`src/rtl/uart_receiver.sv`:
```
// uart_receiver: 8N1 serial receiver with a two-flop input synchronizer,
// mid-bit sampling, a one-cycle data_valid strobe, and a one-cycle
// frame_err strobe. A break (line held low) is absorbed until the line
// returns high, so it never starts a new reception.
`timescale 1ns/1ps
module uart_receiver #(
    parameter int CLOCKS_PER_BIT = 217
) (
    input  logic       clk,
    input  logic       rst,
    input  logic       serial_in,
    output logic [7:0] data_out,
    output logic       data_valid,
    output logic       frame_err,
    output logic       busy
);

    localparam logic [7:0] LAST_CNT = 8'(CLOCKS_PER_BIT - 1);
    localparam logic [7:0] HALF_CNT = 8'((CLOCKS_PER_BIT - 1) / 2);

    localparam logic [2:0] S_IDLE       = 3'd0;
    localparam logic [2:0] S_START      = 3'd1;
    localparam logic [2:0] S_DATA       = 3'd2;
    localparam logic [2:0] S_STOP       = 3'd3;
    localparam logic [2:0] S_BREAK_WAIT = 3'd4;

    logic       sync1_q, sync2_q;
    logic       rx_s;
    logic [2:0] state_q, state_d;
    logic [7:0] cnt_q, cnt_d;
    logic [2:0] idx_q, idx_d;
    logic [7:0] shift_q, shift_d;
    logic [7:0] data_q, data_d;
    logic       valid_q, valid_d;
    logic       ferr_q, ferr_d;

    // Two-flop synchronizer; resets to the idle (high) line level.
    always_ff @(posedge clk or posedge rst) begin
        if (rst) begin
            sync1_q <= 1'b1;
            sync2_q <= 1'b1;
        end else begin
            sync1_q <= serial_in;
            sync2_q <= sync1_q;
        end
    end

    assign rx_s = sync2_q;

    // Frame sequencing: start detection, mid-bit sampling, stop check.
    always_comb begin
        state_d = state_q;
        cnt_d   = cnt_q;
        idx_d   = idx_q;
        shift_d = shift_q;
        data_d  = data_q;
        valid_d = 1'b0;
        ferr_d  = 1'b0;
        case (state_q)
            S_IDLE: begin
                if (!rx_s) begin
                    state_d = S_START;
                    cnt_d   = 8'd0;
                end
            end
            S_START: begin
                if (cnt_q == HALF_CNT) begin
                    cnt_d = 8'd0;
                    if (!rx_s) begin
                        state_d = S_DATA;
                        idx_d   = 3'd0;
                    end else begin
                        // Start bit vanished by mid-bit: treat as a glitch.
                        state_d = S_IDLE;
                    end
                end else begin
                    cnt_d = cnt_q + 8'd1;
                end
            end
            S_DATA: begin
                if (cnt_q == LAST_CNT) begin
                    cnt_d          = 8'd0;
                    shift_d[idx_q] = rx_s;
                    if (idx_q == 3'd7) begin
                        state_d = S_STOP;
                    end else begin
                        idx_d = idx_q + 3'd1;
                    end
                end else begin
                    cnt_d = cnt_q + 8'd1;
                end
            end
            S_STOP: begin
                if (cnt_q == LAST_CNT) begin
                    cnt_d = 8'd0;
                    if (rx_s) begin
                        data_d  = shift_q;
                        valid_d = 1'b1;
                        state_d = S_IDLE;
                    end else begin
                        ferr_d  = 1'b1;
                        state_d = S_BREAK_WAIT;
                    end
                end else begin
                    cnt_d = cnt_q + 8'd1;
                end
            end
            S_BREAK_WAIT: begin
                cnt_d = 8'd0;
                if (rx_s) begin
                    state_d = S_IDLE;
                end
            end
            default: begin
                state_d = S_IDLE;
                cnt_d   = 8'd0;
            end
        endcase
    end

    // State, counters, shift register and registered output strobes.
    always_ff @(posedge clk or posedge rst) begin
        if (rst) begin
            state_q <= S_IDLE;
            cnt_q   <= 8'd0;
            idx_q   <= 3'd0;
            shift_q <= 8'd0;
            data_q  <= 8'd0;
            valid_q <= 1'b0;
            ferr_q  <= 1'b0;
        end else begin
            state_q <= state_d;
            cnt_q   <= cnt_d;
            idx_q   <= idx_d;
            shift_q <= shift_d;
            data_q  <= data_d;
            valid_q <= valid_d;
            ferr_q  <= ferr_d;
        end
    end

    assign data_out   = data_q;
    assign data_valid = valid_q;
    assign frame_err  = ferr_q;
    assign busy       = (state_q != S_IDLE);

endmodule

```
`config.mk`:
```
export PLATFORM = sky130hd
export DESIGN_NAME = uart_receiver
export DESIGN_NICKNAME = d
export VERILOG_FILES = /design/src/rtl/uart_receiver.sv
export SDC_FILE = /design/constraint.sdc
export NUM_CORES = 1
export LEC_CHECK = 0
export ABC_AREA = 0
export CORE_UTILIZATION = 30
export CTS_CLUSTER_DIAMETER = 120
export CTS_CLUSTER_SIZE = 24
export DETAILED_ROUTE_END_ITERATION = 12
export GPL_ROUTABILITY_DRIVEN = 1
export GPL_TIMING_DRIVEN = 1
export HOLD_SLACK_MARGIN = 0.02
export SLEW_MARGIN = 15
export SYNTH_ARGS = -nofsm -noshare
export SYNTH_HDL_FRONTEND = slang
export SYNTH_SLANG_ARGS = --single-unit
export TNS_END_PERCENT = 30
```
`constraint.sdc`:
```
create_clock -name clk -period 2.6 [get_ports clk]
set_input_delay 0.52 -clock clk [delete_from_list [all_inputs] [get_ports clk]]
set_output_delay 0.52 -clock clk [all_outputs]
set_load 0.05 [all_outputs]
```
# Word level (Yosys, flattened, before mapping)

Index checks and enable logic that the tools add are counted.

Output and inout bits: 11
Bits in registers: 34

Mux-type cells: 27
Magnitude comparators: 2
Equality and inequality tests: 15
Add/subtract/negate cells: 2
Reduce and logical (&&, ||, !) cells: 9

Operator list:

| kind                                                              | count |
|---|---|
| two-way mux 3 bit                                                 | 11 |
| two-way mux 8 bit                                                 | 3 |
| case mux 8 bit (3 select lines)                                   | 1 |
| inequality test 2 bit, second input constant                      | 8 |
| case mux 3 bit (5 select lines)                                   | 1 |
| adder 8 x 1 -> 8 bit, second input constant                       | 1 |
| bitwise mux 8 bit                                                 | 1 |
| equality test 8 x 7 -> 1 bit, second input constant               | 1 |
| equality test 8 bit, second input constant                        | 1 |
| two-way mux 1 bit                                                 | 7 |
| equality test 3 x 2 -> 1 bit, second input constant               | 2 |
| equality test 3 bit, second input constant                        | 2 |
| case mux 3 bit (2 select lines)                                   | 1 |
| AND reduction 6 bit                                               | 1 |
| AND reduction 5 bit                                               | 1 |
| < comparator 3 x 4 -> 1 bit, second input constant                | 1 |
| adder 3 x 1 -> 3 bit, second input constant                       | 1 |
| demux 1 bit (select 3 bit)                                        | 1 |
| equality test 3 x 1 -> 1 bit, second input constant               | 1 |
| greater-or-equal comparator 3 x 1 -> 1 bit, second input constant | 1 |
| zero test 3 bit                                                   | 1 |
| AND reduction 3 bit                                               | 1 |
| nonzero test 3 bit                                                | 1 |
| two-way mux 2 bit                                                 | 1 |
| other kinds (4)                                                   | 4 |

# Logic depth before layout (Yosys ltp)

Gate-level depths: netlist (run 1).

Depth in word-level cells: 5
Depth in mapped cells: 6
Gate-level depth less buffers: 6

# Least setup slack after synthesis (run 1)

No wires, ideal clock.

Kind: register -> register
From: reg idx_q[0]
To: reg idx_q[0]
Stages on the path, launching flop included: 7
Period minus slack after synthesis: 1,899 ps
Path buffers: 0
Slack: 701 ps
Data arrival time: 1,774 ps
Cell sequence: dfrtp_1 > ha_1 > ha_1 > or3b_2 > a21oi_1 > o311ai_1 > mux2_2

Longest elaborated chain between the ends: 4
Elaborated cells between the ends (all ways): 7

RTL lines:

| what                            | line | text |
|---|---|---|
| from (decl)                     | 31   | `logic [2:0] idx_q, idx_d;` |
| from (signal assigned)          | 134  | `idx_q <= idx_d;` |
| adder 3 x 1 -> 3 bit            | 87   | `idx_d = idx_q + 3'd1;` |
| two-way mux 3 bit               | 84   | `if (idx_q == 3'd7) begin` |
| two-way mux 3 bit               | 81   | `if (cnt_q == LAST_CNT) begin` |
| case mux 3 bit (2 select lines) | 59   | `case (state_q)` |

Parallel ways exist; a longest one is shown, timed or not. The select of a mux whose other input is x is not followed.
A chain may end at the register's enable or synchronous reset.

# Worst setup path in the final report (run 1)

From: reg state_q[0]
To: out busy

Longest elaborated chain between the ends: 1

RTL lines:

| what                   | line | text |
|---|---|---|
| from (decl)            | 29   | `logic [2:0] state_q, state_d;` |
| from (signal assigned) | 132  | `state_q <= state_d;` |
| nonzero test 3 bit     | 145  | `assign busy = (state_q != S_IDLE);` |
| to (decl)              | 15   | `output logic busy` |

No other way between the ends.

==> results.yml, run 1 <==
status:
  run_status: "finished with violations"
  failed_checks: "DRC"
synth:
  synthDominantCellAreaShare: 0.4720
  post_synth_main_area_contributors: "sky130_fd_sc_hd__dfrtp_1 47%, sky130_fd_sc_hd__mux2_2 11%, sky130_fd_sc_hd__dfstp_2 3.1%, sky130_fd_sc_hd__ha_1 2.9%, sky130_fd_sc_hd__nand2_1 2.9%"
  synth-main-ff-cell: "sky130_fd_sc_hd__dfrtp_1"
  share_of_the_yosys_chip_area_belonging_to_registers: 0.5029
  asyncSetResetFlopFracSynth: 1.000
  synth_top_cells_by_count: "32 x sky130_fd_sc_hd__dfrtp_1, 16 x sky130_fd_sc_hd__mux2_2, 13 x sky130_fd_sc_hd__nand2_1"
  count_of_cell_types_in_the_netlist: 44
  synth-edff-count: 0
  flop_and_latch_count_out_of_synthesis: 34
  postSynthNetCount: 161
  synthesis.area_per_instance_um2: 11.02
  library_cell_with_the_largest_summed_area_after_synthesis: "sky130_fd_sc_hd__dfrtp_1"
  ys_warnings: 0
  syn_inst: 154
  netlist_area_um2: 1697
  yosys.cell_count.top_type: "sky130_fd_sc_hd__dfrtp_1"
placement:
  dp_hpwl_um: 2104
  port_buffers: 13
  gp_congestion: 0.7594
  place_ws_ns: 0.4503
  placedInstanceArea_um2: 1897
sta:
  timing.final.crit_period_ns: 2.453
  rsz0062_at_grt: "no"
  finClkSkew_ns: 0.003262
  ratio_of_final_minimum_period_to_clock_period: 0.9434
  timing.fmax_ghz: 0.4077
  report.final.slew_viol_count: 0
  finalSetupTns_ns: 0
  tightest_slew_margin_relative_to_the_limit: 0.4682
  hold_violations: 0
  setup_viol: 0
  max_slew.worst_pin.slew_ns: 0.7956
  layout_setup_ws_ns: 0.1472
worst_setup_path:
  endpoint_of_the_most_critical_register_to_register_path: "idx_q[0]$_DFFE_PP0P_"
  worstPathMaxFanout: 14
  r2r_start: "idx_q[1]$_DFFE_PP0P_"
  timing_worst_setup_path_type: "flop to primary output"
  setup.worst_path.end_class: "primary output"
  cell_breakdown_of_the_critical_path: "or3_1 > clkdlybuf4s50_1"
  crit_path_max_incr_delay_ns: 0.71
  worstPathArrival_ns: 1.93
  cp_slowest_cell: "sky130_fd_sc_hd__clkdlybuf4s50_1"
  startpoint_type: "flop"
  cp.required_ns: 2.08
  r2r_slack_ns: 0.46
  crit_path_end: "busy"
  timing.critical_path.from: "state_q[0]$_DFFE_PP0P_"
  reg2regPathDepth: 6
grt:
  globalRouteTotalUtil: 0.1158
  initial_antenna_violation_count: 0
  first_pass_grt_wire_length_um: 5395
  maximum_number_of_pins_on_one_net_before_global_route_repair: 35
  global_route_total_overflow: 0
  grt_pass1_vias: 1144
cts:
  cts_repair_resize_count: 0
  cts_buffer_count: 5
  clk_pin_slew_worst_paths_ns: 0.07
  cts_tree: "done"
  clock_insertion_delay_worst_skew_ns: 0.28
  cts_root_buf: "sky130_fd_sc_hd__clkbuf_8"
  setup_fix_bufs_post_cts: 0
  cts_htree_levels: 2
  clkSinkCount: 34
  post_cts_hold_buffer_count: 0
  clock_path_buffers: 2
detailed_routing:
  antenna_left: 0
  vias_per_cell: 4.840
  drc_errors: 2
  detailedRoute.firstIterationViolations: 48
  drtPass1Iterations: 10
  route.vias.total: 1176
  wirelength_um: 3007
  route.detailed.wl_per_inst_um: 12.37
power_and_ir_drop:
  p_leak_nw: 0.8758
  powerDensity_nw_per_um2: 476.2
  worst_ir_drop_vdd_uv: 310.2
floorplanning:
  die_width_um: 77.20
  die_area_um2: 5960
  die_h_um: 77.20
  core_area_um2: 5473
  core.rowCount: 27
  initial_utilization: 0.3100
  ios: 14
finish:
  antenna_cells: 0
  finish.utilization: 0.3640
  design.final.nets: 177
  syn_to_final_growth_pct: 17.40
  finalInstanceArea_um2: 1992
  drive_gt1_frac: 0.2281
hold_path:
  worst_hold_startpoint: "sync1_q$_DFF_PP1_"
  holdCritPathClass: "flop to flop"
run:
  max_cap_viol_count: 0
cell families after synthesis:
group           count (synthesis)  synth area share
mux                            16            0.1062
compound gates                 30            0.1173
xor+xnor                        2           0.01033
simple gates                   56            0.1999
fa+ha+maj                       4           0.02950
buf+inv                        12           0.03392
flops                          34            0.5030
cell usage in the layout, fill, tap and decap left out, drive strengths merged, types with 2 or more instances in the layout:
| master | Yosys | layout |
|---|---|---|
| dfrtp | 32 | 32 |
| mux2 | 16 | 16 |
| nand2 | 14 | 14 |
| clkdlybuf4s50 | 0 | 13 |
| nor2 | 10 | 10 |
| o21ai | 9 | 9 |
| inv | 6 | 6 |
| clkbuf | 4 | 6 |
| a21oi | 5 | 5 |
| nor3b | 4 | 4 |
| nand3 | 4 | 4 |
| ha | 4 | 4 |
| nor3 | 4 | 4 |
| o22ai | 3 | 3 |
| and4b | 2 | 2 |
| nand4 | 2 | 2 |
| nand3b | 2 | 2 |
| nor4 | 2 | 2 |
| o31ai | 2 | 2 |
| a22o | 2 | 2 |
| o31a | 2 | 2 |
| xnor2 | 2 | 2 |
| o211ai | 2 | 2 |
| buf | 2 | 2 |
| dfstp | 2 | 2 |
| and2 | 2 | 2 |
| or3b | 2 | 2 |
worst max-delay path: cells and delay by family, from the launching register on:
kind                   cells  cell delay [ns]
flip-flops                 1             0.51
AND/OR/NAND/NOR            1             0.42
buffers and inverters      1             0.71
worst min-delay path by stage:
stage / end / slack [ns] / depth (start not counted)
6_report: rx_s$_DFF_PP1_ / 0.36 / 0
5_1_grt: rx_s$_DFF_PP1_ / 0.36 / 0
4_1_cts: rx_s$_DFF_PP1_ / 0.36 / 0
3_5_place_dp: rx_s$_DFF_PP1_ / 0.35 / 0
3_3_place_gp: rx_s$_DFF_PP1_ / 0.35 / 0
2_1_floorplan: rx_s$_DFF_PP1_ / 0.35 / 0
power by group:
group	leakage, nW	total [mW]	internal (mW)	switching (mW)
clock	0.0472	0.396	0.212	0.184
sequential	0.453	0.535	0.532	0.00282
combinational	0.375	0.0176	0.00520	0.0124
total	0.876	0.949	0.750	0.199
per-layer routing:
layer  wire length, um  vias to the layer above  track usage
met3                86                        4      0.03333
li1                  -                      591            -
met5                 0                        -            0
met2              1457                       17       0.1788
met4                46                        0      0.05094
met1              1416                      564       0.1497
through the flow:
stage | power [mW] | hold WS, ns | instances
4_1_cts | 0.9685 | 0.3572 | 243
6_report | 0.9486 | 0.3568 | 243
5_1_grt | 1.005 | 0.3633 | 243
2_1_floorplan | 0.5546 | 0.3452 | 154
3_3_place_gp | 0.5635 | 0.3462 | 235
3_5_place_dp | 0.5631 | 0.3472 | 235
layout make-up:
| cell class | count | area [um^2] |
|---|---|---|
| Sequential cell | 34 | 853.3 |
| Clock buffer | 6 | 82.58 |
| Fill cell | 536 | 3481 |
| Timing Repair Buffer | 15 | 145.1 |
| Clock inverter | 2 | 12.51 |
| Tap cell | 72 | 90.09 |
| Inverter | 6 | 22.52 |
| Multi-Input combinational cell | 108 | 785.8 |
flip-flops by register name (all words and copies together) (netlist names):
register / cells
frame_err: 1
state_q: 3
shift_q: 8
data_out: 8
sync1_q: 1
idx_q: 3
cnt_q: 8
rx_s: 1
data_valid: 1
Note: power is estimated with default switching activity, not from simulation.
==> run 2: changes to the inputs <==
--- a/config.mk
+++ b/config.mk
@@ -6,6 +6,7 @@
 export NUM_CORES = 1
 export LEC_CHECK = 0
 export ABC_AREA = 0
+export CORE_MARGIN = 8
 export CORE_UTILIZATION = 30
 export CTS_CLUSTER_DIAMETER = 120
 export CTS_CLUSTER_SIZE = 24
@@ -13,7 +14,6 @@
 export GPL_ROUTABILITY_DRIVEN = 1
 export GPL_TIMING_DRIVEN = 1
 export HOLD_SLACK_MARGIN = 0.02
-export SLEW_MARGIN = 15
 export SYNTH_ARGS = -nofsm -noshare
 export SYNTH_HDL_FRONTEND = slang
 export SYNTH_SLANG_ARGS = --single-unit
==> constraint.sdc (replaced) <==
create_clock -name clk -period 3.1 [get_ports clk]
set_input_delay 0.62 -clock clk [delete_from_list [all_inputs] [get_ports clk]]
set_output_delay 0.62 -clock clk [all_outputs]
set_load 0.05 [all_outputs]
==> run 2 against run 1 <==
  * The flow now finishes without violations
  * Sequential power shrank 16%
  * Largest power group unchanged
  * Cell count is 0.41% lower
  * Die area up 40%
  * Highest routed layer unchanged
==> results.yml, run 2 (synthesis results as in run 1) <==
status:
  run_status: "finished clean"
cts:
  clock_path_buffers: 2
  cts_buffer_count: 5
  cts_htree_levels: 2
  clk_pin_slew_worst_paths_ns: 0.07
  clock_insertion_delay_worst_skew_ns: 0.28
  clkSinkCount: 34
  cts_tree: "done"
  post_cts_hold_buffer_count: 0
  cts_root_buf: "sky130_fd_sc_hd__clkbuf_8"
  setup_fix_bufs_post_cts: 0
  cts_repair_resize_count: 0
floorplanning:
  core.rowCount: 27
  initial_utilization: 0.3100
  die_area_um2: 8317
  core_area_um2: 5473
  die_width_um: 91.20
  ios: 14
  die_h_um: 91.20
finish:
  mostFrequentLayoutCell: "sky130_fd_sc_hd__dfrtp_1"
  antenna_cells: 0
  drive_gt1_frac: 0.2235
  final_cell_mix: "32 x sky130_fd_sc_hd__dfrtp_1, 16 x sky130_fd_sc_hd__mux2_2, 13 x sky130_fd_sc_hd__nand2_1, 13 x sky130_fd_sc_hd__clkdlybuf4s50_1, 10 x sky130_fd_sc_hd__nor2_1"
  design.final.nets: 176
  finish.utilization: 0.3626
  final_cell_count_no_fill: 242
  multi_input_area_um2: 785.8
  syn_to_final_growth_pct: 16.96
  seqCellArea_um2: 853.3
  finalInstanceArea_um2: 1984
  layout.filler_cells: 554
sta:
  hold_ws_ns: 0.3556
  setup_viol: 0
  timing.final.crit_period_ns: 2.558
  finClkSkew_ns: 0.006948
  report.final.slew_viol_count: 0
  hold_violations: 0
  rsz0062_at_grt: "no"
  ratio_of_final_minimum_period_to_clock_period: 0.8253
  tightest_slew_margin_relative_to_the_limit: 0.5193
  timing.fmax_ghz: 0.3909
  layout_setup_ws_ns: 0.5417
  finalSetupTns_ns: 0
  max_slew.worst_pin.slew_ns: 0.7192
detailed_routing:
  vias_per_cell: 4.777
  antenna_left: 0
  wirelength_um: 3130
  drtPass1Iterations: 4
  route.vias.total: 1156
  route.detailed.wl_per_inst_um: 12.93
  detailedRoute.firstIterationViolations: 77
  drc_errors: 0
power_and_ir_drop:
  totalPowerFinal_mw: 0.8049
  power.share.switching: 0.2190
  p_leak_nw: 0.8703
  combinationalPowerShare: 0.018
  total_switching_power_mw: 0.1763
  seq_power_share: 0.557
  power.internal_mw: 0.6287
  worst_ir_drop_vdd_uv: 178.1
  powerDensity_nw_per_um2: 405.6
  power.clock.fraction: 0.425
run:
  max_cap_viol_count: 0
placement:
  port_buffers: 13
  gp_congestion: 0.7584
  post-place-cells: 234
  placedInstanceArea_um2: 1889
  place_ws_ns: 0.8440
  dp_hpwl_um: 2135
grt:
  first_pass_grt_wire_length_um: 5250
  globalRouteTotalUtil: 0.07776
  initial_antenna_violation_count: 0
  maximum_number_of_pins_on_one_net_before_global_route_repair: 35
  global_route_total_overflow: 0
  grt_pass1_vias: 1088
worst_setup_path:
  setup.worst_path.end_class: "primary output"
  worstPathMaxFanout: 14
  startpoint_type: "flop"
  timing_worst_setup_path_type: "flop to primary output"
  worstPathArrival_ns: 1.94
  cp.required_ns: 2.48
hold_path:
  holdCritPathClass: "flop to flop"
==> run 2: cell count changes in the layout (fill, tap and decap cells not counted) <==
cell / delta
sky130_fd_sc_hd__buf_4: -1
==> run 2: path summary, 6_finish.rpt <==
| kind | start | to | slack, ns | cells after the start |
|---|---|---|---|---|
| max | state_q[0]$_DFFE_PP0P_ | busy | 0.54 | 2 |
| min | sync1_q$_DFF_PP1_ | rx_s$_DFF_PP1_ | 0.36 | 0 |
| max reg2reg | idx_q[1]$_DFFE_PP0P_ | idx_q[0]$_DFFE_PP0P_ | 0.98 | 6 |
| min reg2reg | sync1_q$_DFF_PP1_ | rx_s$_DFF_PP1_ | 0.36 | 0 |
| max in group asynchronous | rst | rx_s$_DFF_PP1_ | 2.03 | 3 |
| min in group asynchronous | rst | data_out[5]$_DFFE_PP0P_ | 0.72 | 3 |
==> run 2: power groups by stage <==
stage / combinational (mW) / sequential (mW) / clock [mW]
4_1_cts: 0.0158 / 0.448 / 0.359
3_5_place_dp: 0.0157 / 0.457 / 0
5_1_grt: 0.0173 / 0.448 / 0.379
3_3_place_gp: 0.0159 / 0.457 / 0
6_report: 0.0148 / 0.448 / 0.342
2_1_floorplan: 0.0104 / 0.455 / 0
==> run 2: critical path: stages (launching register included) <==
cell and delay (ns):
sky130_fd_sc_hd__dfrtp_1 0.52, sky130_fd_sc_hd__or3_1 0.42, sky130_fd_sc_hd__clkdlybuf4s50_1 0.71
==> run 2: layout make-up <==
| type | instances | share of cell area |
|---|---|---|
| flip-flops and latches | 34 | 0.4300 |
| well taps | 72 | 0.04540 |
| clock buffers | 6 | 0.04161 |
| repair buffers | 14 | 0.06936 |
| inverters | 6 | 0.01135 |
| multi-input cells | 108 | 0.3960 |
| clock inverters | 2 | 0.006305 |
==> run 2: layer usage <==
layer,track usage,share of wire,wire (um)
met1,0.1010,0.50,1559
met2,0.1137,0.46,1436
met3,0.02058,0.030,94
met4,0.04502,0.013,40
met5,0,0,0
==> run 3: changes to the inputs <==
==> constraint.sdc (replaced) <==
create_clock -name clk -period 2.25 [get_ports clk]
set_input_delay 0.45 -clock clk [delete_from_list [all_inputs] [get_ports clk]]
set_output_delay 0.45 -clock clk [all_outputs]
set_load 0.05 [all_outputs]
==> run 3 against run 2 <==
  * Sequential share of layout area decreased by 1.6 points
  * Clock skew grew 0.0011 ns
  * Worst hold slack better by 0.0033 ns
  * Final area grew 3.9%
  * Largest cell class unchanged
  * Combinational power rose by 36%
  * Flip-flop and latch count is the same
  * Routed wire length up 4.2%
  * Via count up 4.0%
  * Cell count increased by 2.1%
  * Count of clock-buffer cells in the layout is 1 lower
  * Sequential power up 38%
  * Critical endpoint is now idx_q[0]$_DFFE_PP0P_
  * Register-to-register slack got worse by 0.75 ns
==> results.yml, run 3 (synthesis results as in run 1) <==
status:
  run_status: "finished clean"
worst_setup_path:
  cp.required_ns: 2.42
  cp_slowest_cell: "sky130_fd_sc_hd__or3b_2"
  crit_buf_inv: 0
  crit_path_max_incr_delay_ns: 0.45
  setup.worst_path.end_class: "flop"
  worstPathArrival_ns: 2.19
  critical_path.top_delay_family: "simple AND/OR/NAND/NOR gates"
  timing.critical_path.from: "idx_q[0]$_DFFE_PP0P_"
  timing_worst_setup_path_type: "flop to flop"
  crit_path_frequent_cell: "sky130_fd_sc_hd__ha_1"
  r2r_start: "idx_q[0]$_DFFE_PP0P_"
  worstPathMaxFanout: 5
  startpoint_type: "flop"
  cell_breakdown_of_the_critical_path: "ha_1 > ha_1 > or3b_2 > a21oi_1 > o311ai_1 > mux2_2"
sta:
  ratio_of_final_minimum_period_to_clock_period: 0.8993
  timing.final.crit_period_ns: 2.023
  hold_violations: 0
  max_slew.worst_pin.slew_ns: 0.5083
  tightest_slew_margin_relative_to_the_limit: 0.6601
  report.final.slew_viol_count: 0
  rsz0062_at_grt: "no"
  finalSetupTns_ns: 0
  hold_ws_ns: 0.3589
  timing.fmax_ghz: 0.4942
  finClkSkew_ns: 0.008058
  setup_viol: 0
  layout_setup_ws_ns: 0.2266
finish:
  drive_gt1_frac: 0.2514
  mostFrequentLayoutCell: "sky130_fd_sc_hd__dfrtp_1"
  final_cell_mix: "32 x sky130_fd_sc_hd__dfrtp_1, 16 x sky130_fd_sc_hd__mux2_2, 13 x sky130_fd_sc_hd__nand2_1"
  design.final.nets: 181
  finalInstanceArea_um2: 2062
  syn_to_final_growth_pct: 21.53
  antenna_cells: 0
placement:
  place_ws_ns: 0.2559
  placedInstanceArea_um2: 1924
  port_buffers: 13
  dp_hpwl_um: 2248
  gp_congestion: 0.7651
floorplanning:
  ios: 14
  die_width_um: 91.20
  initial_utilization: 0.3100
  core.rowCount: 27
  core_area_um2: 5473
  die_area_um2: 8317
  die_h_um: 91.20
cts:
  cts_htree_levels: 2
  clock_path_buffers: 2
  setup_fix_bufs_post_cts: 0
  cts_repair_resize_count: 0
  cts_buffer_count: 5
  clk_pin_slew_worst_paths_ns: 0.07
  cts_tree: "done"
  post_cts_hold_buffer_count: 0
  clock_insertion_delay_worst_skew_ns: 0.29
  clkSinkCount: 34
  cts_root_buf: "sky130_fd_sc_hd__clkbuf_8"
grt:
  global_route_total_overflow: 0
  grt_pass1_vias: 1168
  maximum_number_of_pins_on_one_net_before_global_route_repair: 35
  initial_antenna_violation_count: 0
  globalRouteTotalUtil: 0.08428
  first_pass_grt_wire_length_um: 5733
detailed_routing:
  drc_errors: 0
  vias_per_cell: 4.866
  wirelength_um: 3262
  drtPass1Iterations: 4
  detailedRoute.firstIterationViolations: 100
  route.vias.total: 1202
  route.detailed.wl_per_inst_um: 13.21
  antenna_left: 0
hold_path:
  worst_hold_startpoint: "sync1_q$_DFF_PP1_"
  holdCritPathClass: "flop to flop"
power_and_ir_drop:
  p_leak_nw: 0.9185
  worst_ir_drop_vdd_uv: 364.9
  totalPowerFinal_mw: 1.318
  powerDensity_nw_per_um2: 639.0
run:
  max_cap_viol_count: 0
## run 3: final timing paths
path / slack [ns] / depth (start not counted) / to
min: 0.36 / 0 / rx_s$_DFF_PP1_
max reg2reg: 0.23 / 6 / idx_q[0]$_DFFE_PP0P_
min in group asynchronous: 0.54 / 3 / idx_q[2]$_DFFE_PP0P_
max in group asynchronous: 1.37 / 3 / rx_s$_DFF_PP1_
min reg2reg: 0.36 / 0 / rx_s$_DFF_PP1_
max: 0.23 / 6 / idx_q[0]$_DFFE_PP0P_
## run 3: area by class of cell
type                    count  area (um^2)
fillers                   559         3411
flip-flops and latches     34        853.3
multi-input cells         108        785.8
repair buffers             19        172.7
well taps                  72        90.09
clock buffers               5        68.82
clock inverters             3        68.82
inverters                   6        22.52
## run 3: per-layer routing
layer / track usage / share of wire / vias to the layer above
met5: 0 / 0 / -
met4: 0.04093 / 0.020 / 0
met3: 0.02469 / 0.040 / 5
met2: 0.1209 / 0.43 / 17
met1: 0.1127 / 0.51 / 586
li1: - / - / 594
## run 3: report_power, final
group	leakage, nW	internal [mW]	switching [mW]
clock network	0.0683	0.444	0.236
logic	0.397	0.00600	0.0142
registers	0.453	0.614	0.00373
## run 3: through the flow
step	util	instances
finish	0.3768	247
global route	0.3768	247
CTS	0.3768	247
floorplan	-	154
detailed placement	0.3516	239
global placement	0.3516	239
